[src/rtl/bm_pkg.sv]
// Shared widths, saturation constant and result record for the block-matching winner-take-all path.
package bm_pkg;

    localparam int unsigned COST_W = 16;
    localparam int unsigned IDX_W  = 5;
    localparam int unsigned NDISP  = 32;

    localparam logic [COST_W-1:0] COST_MAX = {COST_W{1'b1}};

    typedef struct packed {
        logic [COST_W-1:0] min_cost;
        logic [IDX_W-1:0]  idx;
        logic [COST_W-1:0] l_cost;
        logic [COST_W-1:0] r_cost;
    } result_t;

endpackage

[src/rtl/bm_min_update.sv]
// One search step: folds the current cost beat into the running minimum and its left/right neighbours.
module bm_min_update #(
    parameter int unsigned COST_W = bm_pkg::COST_W,
    parameter int unsigned IDX_W  = bm_pkg::IDX_W
) (
    input  logic              sop_i,
    input  logic [COST_W-1:0] cost_i,
    input  logic [IDX_W-1:0]  idx_i,
    input  logic [COST_W-1:0] min_i,
    input  logic [IDX_W-1:0]  midx_i,
    input  logic [COST_W-1:0] l_i,
    input  logic [COST_W-1:0] r_i,
    input  logic [COST_W-1:0] prev_i,
    input  logic              pend_i,
    output logic [COST_W-1:0] min_c,
    output logic [IDX_W-1:0]  midx_c,
    output logic [COST_W-1:0] l_c,
    output logic [COST_W-1:0] r_c,
    output logic [COST_W-1:0] prev_c,
    output logic              pend_c
);

    localparam logic [COST_W-1:0] CMAX = {COST_W{1'b1}};

    // Strict less-than keeps the lowest index on ties; a new minimum re-arms the right-neighbour capture.
    always_comb begin
        min_c  = min_i;
        midx_c = midx_i;
        l_c    = l_i;
        r_c    = r_i;
        pend_c = pend_i;
        prev_c = cost_i;
        if (sop_i) begin
            min_c  = cost_i;
            midx_c = '0;
            l_c    = CMAX;
            pend_c = 1'b1;
        end else if (cost_i < min_i) begin
            min_c  = cost_i;
            midx_c = idx_i;
            l_c    = prev_i;
            pend_c = 1'b1;
        end else if (pend_i) begin
            r_c    = cost_i;
            pend_c = 1'b0;
        end
    end

endmodule

[src/rtl/bm_find_min.sv]
// Serial winner-take-all over per-pixel disparity costs; emits min, its index and both neighbour costs.
module bm_find_min #(
    parameter int unsigned COST_W = bm_pkg::COST_W,
    parameter int unsigned IDX_W  = bm_pkg::IDX_W,
    parameter int unsigned NDISP  = bm_pkg::NDISP
) (
    input  logic              clk,
    input  logic              rst,
    input  logic              vin,
    input  logic              sop,
    input  logic              eop,
    input  logic [COST_W-1:0] cost,
    output logic [COST_W-1:0] det_min,
    output logic [IDX_W-1:0]  det_idx,
    output logic [COST_W-1:0] det_l,
    output logic [COST_W-1:0] det_r,
    output logic              vout,
    output logic              err
);

    localparam int unsigned       CNT_W = IDX_W + 1;
    localparam logic [CNT_W-1:0]  LAST  = CNT_W'(NDISP - 1);
    localparam logic [COST_W-1:0] CMAX  = {COST_W{1'b1}};

    logic              in_pkt_q, in_pkt_d;
    logic [CNT_W-1:0]  idx_cnt_q, idx_cnt_d;
    logic [COST_W-1:0] min_q, min_d, l_q, l_d, r_q, r_d, prev_q, prev_d;
    logic [IDX_W-1:0]  midx_q, midx_d;
    logic              pend_q, pend_d;
    logic [COST_W-1:0] det_min_q, det_min_d, det_l_q, det_l_d, det_r_q, det_r_d;
    logic [IDX_W-1:0]  det_idx_q, det_idx_d;
    logic              vout_q, vout_d, err_q, err_d;

    logic [CNT_W-1:0]  cur_idx_c;
    logic [COST_W-1:0] upd_min_c, upd_l_c, upd_r_c, upd_prev_c;
    logic [IDX_W-1:0]  upd_midx_c;
    logic              upd_pend_c;

    assign cur_idx_c = sop ? '0 : idx_cnt_q;

    bm_min_update #(
        .COST_W (COST_W),
        .IDX_W  (IDX_W)
    ) u_upd (
        .sop_i  (sop),
        .cost_i (cost),
        .idx_i  (IDX_W'(cur_idx_c)),
        .min_i  (min_q),
        .midx_i (midx_q),
        .l_i    (l_q),
        .r_i    (r_q),
        .prev_i (prev_q),
        .pend_i (pend_q),
        .min_c  (upd_min_c),
        .midx_c (upd_midx_c),
        .l_c    (upd_l_c),
        .r_c    (upd_r_c),
        .prev_c (upd_prev_c),
        .pend_c (upd_pend_c)
    );

    // Packet framing, error strobes and result capture; idle beats and out-of-packet beats hold state.
    always_comb begin
        in_pkt_d  = in_pkt_q;
        idx_cnt_d = idx_cnt_q;
        min_d     = min_q;
        midx_d    = midx_q;
        l_d       = l_q;
        r_d       = r_q;
        prev_d    = prev_q;
        pend_d    = pend_q;
        det_min_d = '0;
        det_idx_d = '0;
        det_l_d   = '0;
        det_r_d   = '0;
        vout_d    = 1'b0;
        err_d     = 1'b0;
        if (vin && (sop || in_pkt_q)) begin
            min_d     = upd_min_c;
            midx_d    = upd_midx_c;
            l_d       = upd_l_c;
            r_d       = upd_r_c;
            prev_d    = upd_prev_c;
            pend_d    = upd_pend_c;
            idx_cnt_d = cur_idx_c + CNT_W'(1);
            in_pkt_d  = 1'b1;
            if (sop && in_pkt_q) begin
                err_d = 1'b1;
            end
            if (eop) begin
                in_pkt_d  = 1'b0;
                vout_d    = 1'b1;
                det_min_d = upd_min_c;
                det_idx_d = upd_midx_c;
                det_l_d   = upd_l_c;
                det_r_d   = upd_pend_c ? CMAX : upd_r_c;
                if (cur_idx_c != LAST) begin
                    err_d = 1'b1;
                end
            end else if (cur_idx_c == LAST) begin
                in_pkt_d = 1'b0;
                err_d    = 1'b1;
            end
        end
    end

    always_ff @(posedge clk or posedge rst) begin
        if (rst) begin
            in_pkt_q  <= 1'b0;
            idx_cnt_q <= '0;
            min_q     <= '0;
            midx_q    <= '0;
            l_q       <= '0;
            r_q       <= '0;
            prev_q    <= '0;
            pend_q    <= 1'b0;
            det_min_q <= '0;
            det_idx_q <= '0;
            det_l_q   <= '0;
            det_r_q   <= '0;
            vout_q    <= 1'b0;
            err_q     <= 1'b0;
        end else begin
            in_pkt_q  <= in_pkt_d;
            idx_cnt_q <= idx_cnt_d;
            min_q     <= min_d;
            midx_q    <= midx_d;
            l_q       <= l_d;
            r_q       <= r_d;
            prev_q    <= prev_d;
            pend_q    <= pend_d;
            det_min_q <= det_min_d;
            det_idx_q <= det_idx_d;
            det_l_q   <= det_l_d;
            det_r_q   <= det_r_d;
            vout_q    <= vout_d;
            err_q     <= err_d;
        end
    end

    assign det_min = det_min_q;
    assign det_idx = det_idx_q;
    assign det_l   = det_l_q;
    assign det_r   = det_r_q;
    assign vout    = vout_q;
    assign err     = err_q;

endmodule

[config.mk]
export PLATFORM = sky130hd
export DESIGN_NAME = bm_find_min
export DESIGN_NICKNAME = d
export VERILOG_FILES = /design/src/rtl/bm_pkg.sv /design/src/rtl/bm_min_update.sv /design/src/rtl/bm_find_min.sv
export SDC_FILE = /design/constraint.sdc
export NUM_CORES = 1
export LEC_CHECK = 0
export CAP_MARGIN = 20
export CORE_MARGIN = 4
export CORE_UTILIZATION = 35
export CTS_CLUSTER_DIAMETER = 150
export DETAILED_ROUTE_END_ITERATION = 8
export SLEW_MARGIN = 10
export SYNTH_ARGS = -nofsm -noshare
export SYNTH_HDL_FRONTEND = slang
export SYNTH_HIERARCHICAL = 1
export SYNTH_SLANG_ARGS = --single-unit
[constraint.sdc]
create_clock -name clk -period 5 [get_ports clk]
set_input_delay 0.5 -clock clk [delete_from_list [all_inputs] [get_ports clk]]
set_output_delay 0.5 -clock clk [all_outputs]
set_load 0.005 [all_outputs]
==> impl_metrics.toml <==
[sta]
tightest_slew_ps = 845.6
setup_tns_ps = 0
slew_viol_final = 0
fin_skew_ps = 12.00
fmax_ghz = 0.3222
max-slew-margin-rel = 0.4363
timing.final.ws_setup_ps = 1896
rsz0062_at_grt = "no"
period_minus_slack_ps = 3104
period_share = 0.6208
setup_violations = 0
hold_ws_ps = 467.8
hold_viol_final = 0

[placement]
placed_cells = 913
dpl.hpwl_microns = 9507
gp_congestion = 0.7791
io_buffers = 75
pre_cts_ws_ps = 1462
placed_cell_area_sq_um = 7059

[floorplan]
fp-row-count = 48
fp.coreArea_sq_um = 17420
die_h_microns = 141.9
initial_core_util = 0.3605
ios = 76
die_area_sq_um = 20150
die_w_microns = 141.9

[synthesis]
ys_seq_area_frac = 0.5261
synth_top_area_cell = "dfrtp_1"
syn_area_per_cell_sq_um = 9.513
synth_top_cells_by_area = "dfrtp_1, nand2_1, nor2_1"
ys_types = 42
netlist_area_sq_um = 6279
synth_seq_cells = 132
yosysTopAreaCellShare = 0.5261
synth_edf_count = 0
syn_inst = 660
synth_ff_type = "dfrtp_1"
synthArstFlopShare = 1.000
synth_fp_nets = 698
synth_warnings = 6

[global_routing]
grt_usage = 0.1548
grt_overflow = 0
grt_max_degree = 79
grt_pass1_vias = 4793
grt_pass1_wl_microns = 24600
antenna_found_initial = 0

[drt]
routed_wl_microns = 14470
num_vias = 4486
viasPerCell = 4.747
postRouteAntennaNets = 0
dr.pass1.iters = 4
drt_iter0_drc = 303
wire_per_inst_microns = 15.31
drc = 0

[cts]
clk_latency_ps = 420
cts_buffers = 17
htreeDepth = 4
cts_setup_buffers = 0
cts_resized = 0
clock-sinks = 132
path_clk_slew_ps = 60
cts_hold_buffers = 0
cts_buffer_depth = 2
clock-root-buffer = "clkbuf_16"
cts_tree = "done"

[worst_setup_path]
cp-end-kind = "flip-flop"
critPathLaunchType = "input pin"
rrSetupSlack_ps = 2160
path_class = "input pin to flip-flop"
worstPathMaxFanout = 9
cp.arrival_ps = 3390
required_ps = 5290

[status]
status = "complete, no violations"

[cells_and_area]
final_area_sq_um = 7671
n_antenna_cell = 0
nets = 745
finalNonFillerCells = 945
syn_to_final_growth_pct = 22.18
fill_cells = 1676
layout-drive-gt1-share = 0.1083
fin_util = 0.4404
multi_input_area_sq_um = 2595
final-seq-area_sq_um = 3303

[worst_hold_path]
hold_class = "input pin to flip-flop"

[pwr]
leakage_nw = 3.873
power_density_nw_per_um2 = 446.3
total_power_mw = 3.424
peakVddDrop_uv = 246.3

[job]
maxCapViolations = 0
## cells in the final DEF, fill, tap and decap left out, types with 5 or more instances in the layout
| cell | synthesis | final |
|---|---|---|
| nor2b_1 | 6 | 6 |
| ha_1 | 17 | 17 |
| buf_4 | 21 | 7 |
| clkinvlp_4 | 0 | 5 |
| mux2_2 | 18 | 18 |
| dfrtp_1 | 132 | 132 |
| nand2_1 | 222 | 222 |
| mux2_4 | 10 | 10 |
| a21oi_1 | 5 | 5 |
| nand2b_1 | 11 | 11 |
| o21ai_0 | 8 | 8 |
| and3_1 | 38 | 38 |
| clkdlybuf4s50_1 | 0 | 74 |
| inv_1 | 21 | 20 |
| clkbuf_16 | 0 | 17 |
| nor2_1 | 68 | 68 |
| mux2i_1 | 21 | 21 |
| mux2_1 | 5 | 5 |
## registers in the layout, summed over array words and instances (netlist names), 6 cells and up
signal and count:
idx_cnt_q 6, r_q 16, det_r 16, l_q 16
det_l 16, det_min 16, min_q 16, prev_q 16
## area by class of cell
class                      instances  share of cell area
sequential                       132              0.4306
multi-input combinational        453              0.3383
timing repair buffer              82              0.1041
clock buffer                      20             0.05953
tap                              225             0.03670
clock inverter                    12             0.02023
inverter                          21             0.01060
## power breakdown
part	internal (mW)	switching, mW	total, mW
combinational	0.364	0.421	0.785
clock	0.808	0.461	1.27
sequential	1.26	0.109	1.37
total	2.43	0.991	3.42
## kinds of logic after synthesis
| group | Yosys count | synth area share |
|---|---|---|
| flip-flops | 132 | 0.5261 |
| AND/OR/NAND/NOR | 355 | 0.2409 |
| multiplexers | 54 | 0.09864 |
| AO/OA/AOI/OAI | 26 | 0.03607 |
| buffers and inverters | 75 | 0.06297 |
| XOR/XNOR | 1 | 0.001395 |
| adder cells (fa/ha/maj) | 17 | 0.03388 |
## critical path, cell delays in order
cell             delay, ps
clkdlybuf4s50_1        520
ha_1                   400
nand4_2                160
nor2_4                 170
o2111ai_4              180
a311oi_4               630
buf_4                  340
mux2_4                 330
nor2_1                 100
nor2_1                  60
## worst paths after layout
check	from	end	cells past startpoint
hold / removal	sop	err	3
max in group asynchronous	rst	min_q[0]	3
min in group asynchronous	rst	det_idx[1]	2
setup reg to reg	min_q[15]	det_r[9]	10
hold reg to reg	l_q[6]	l_q[6]	2
setup / recovery	cost[15]	det_r[9]	10
## synth_stat cells, drive strengths merged (2+ instances only)
cell / instances
a21oi: 5
mux2i: 21
clkbuf: 18
nand4: 3
a31oi: 2
nand2: 223
and3: 39
inv: 21
nand2b: 11
mux2: 33
nor2: 69
ha: 17
buf: 36
dfrtp: 132
nor2b: 6
o21ai: 9
## layer usage
metal	global-route usage	vias up	part of all wire
li1	-	2199	-
met1	0.1964	2183	0.46
met2	0.2521	80	0.47
met3	0.03461	24	0.034
met4	0.07374	0	0.029
met5	0	-	0
No activity file was read; power rests on OpenSTA's default activity.
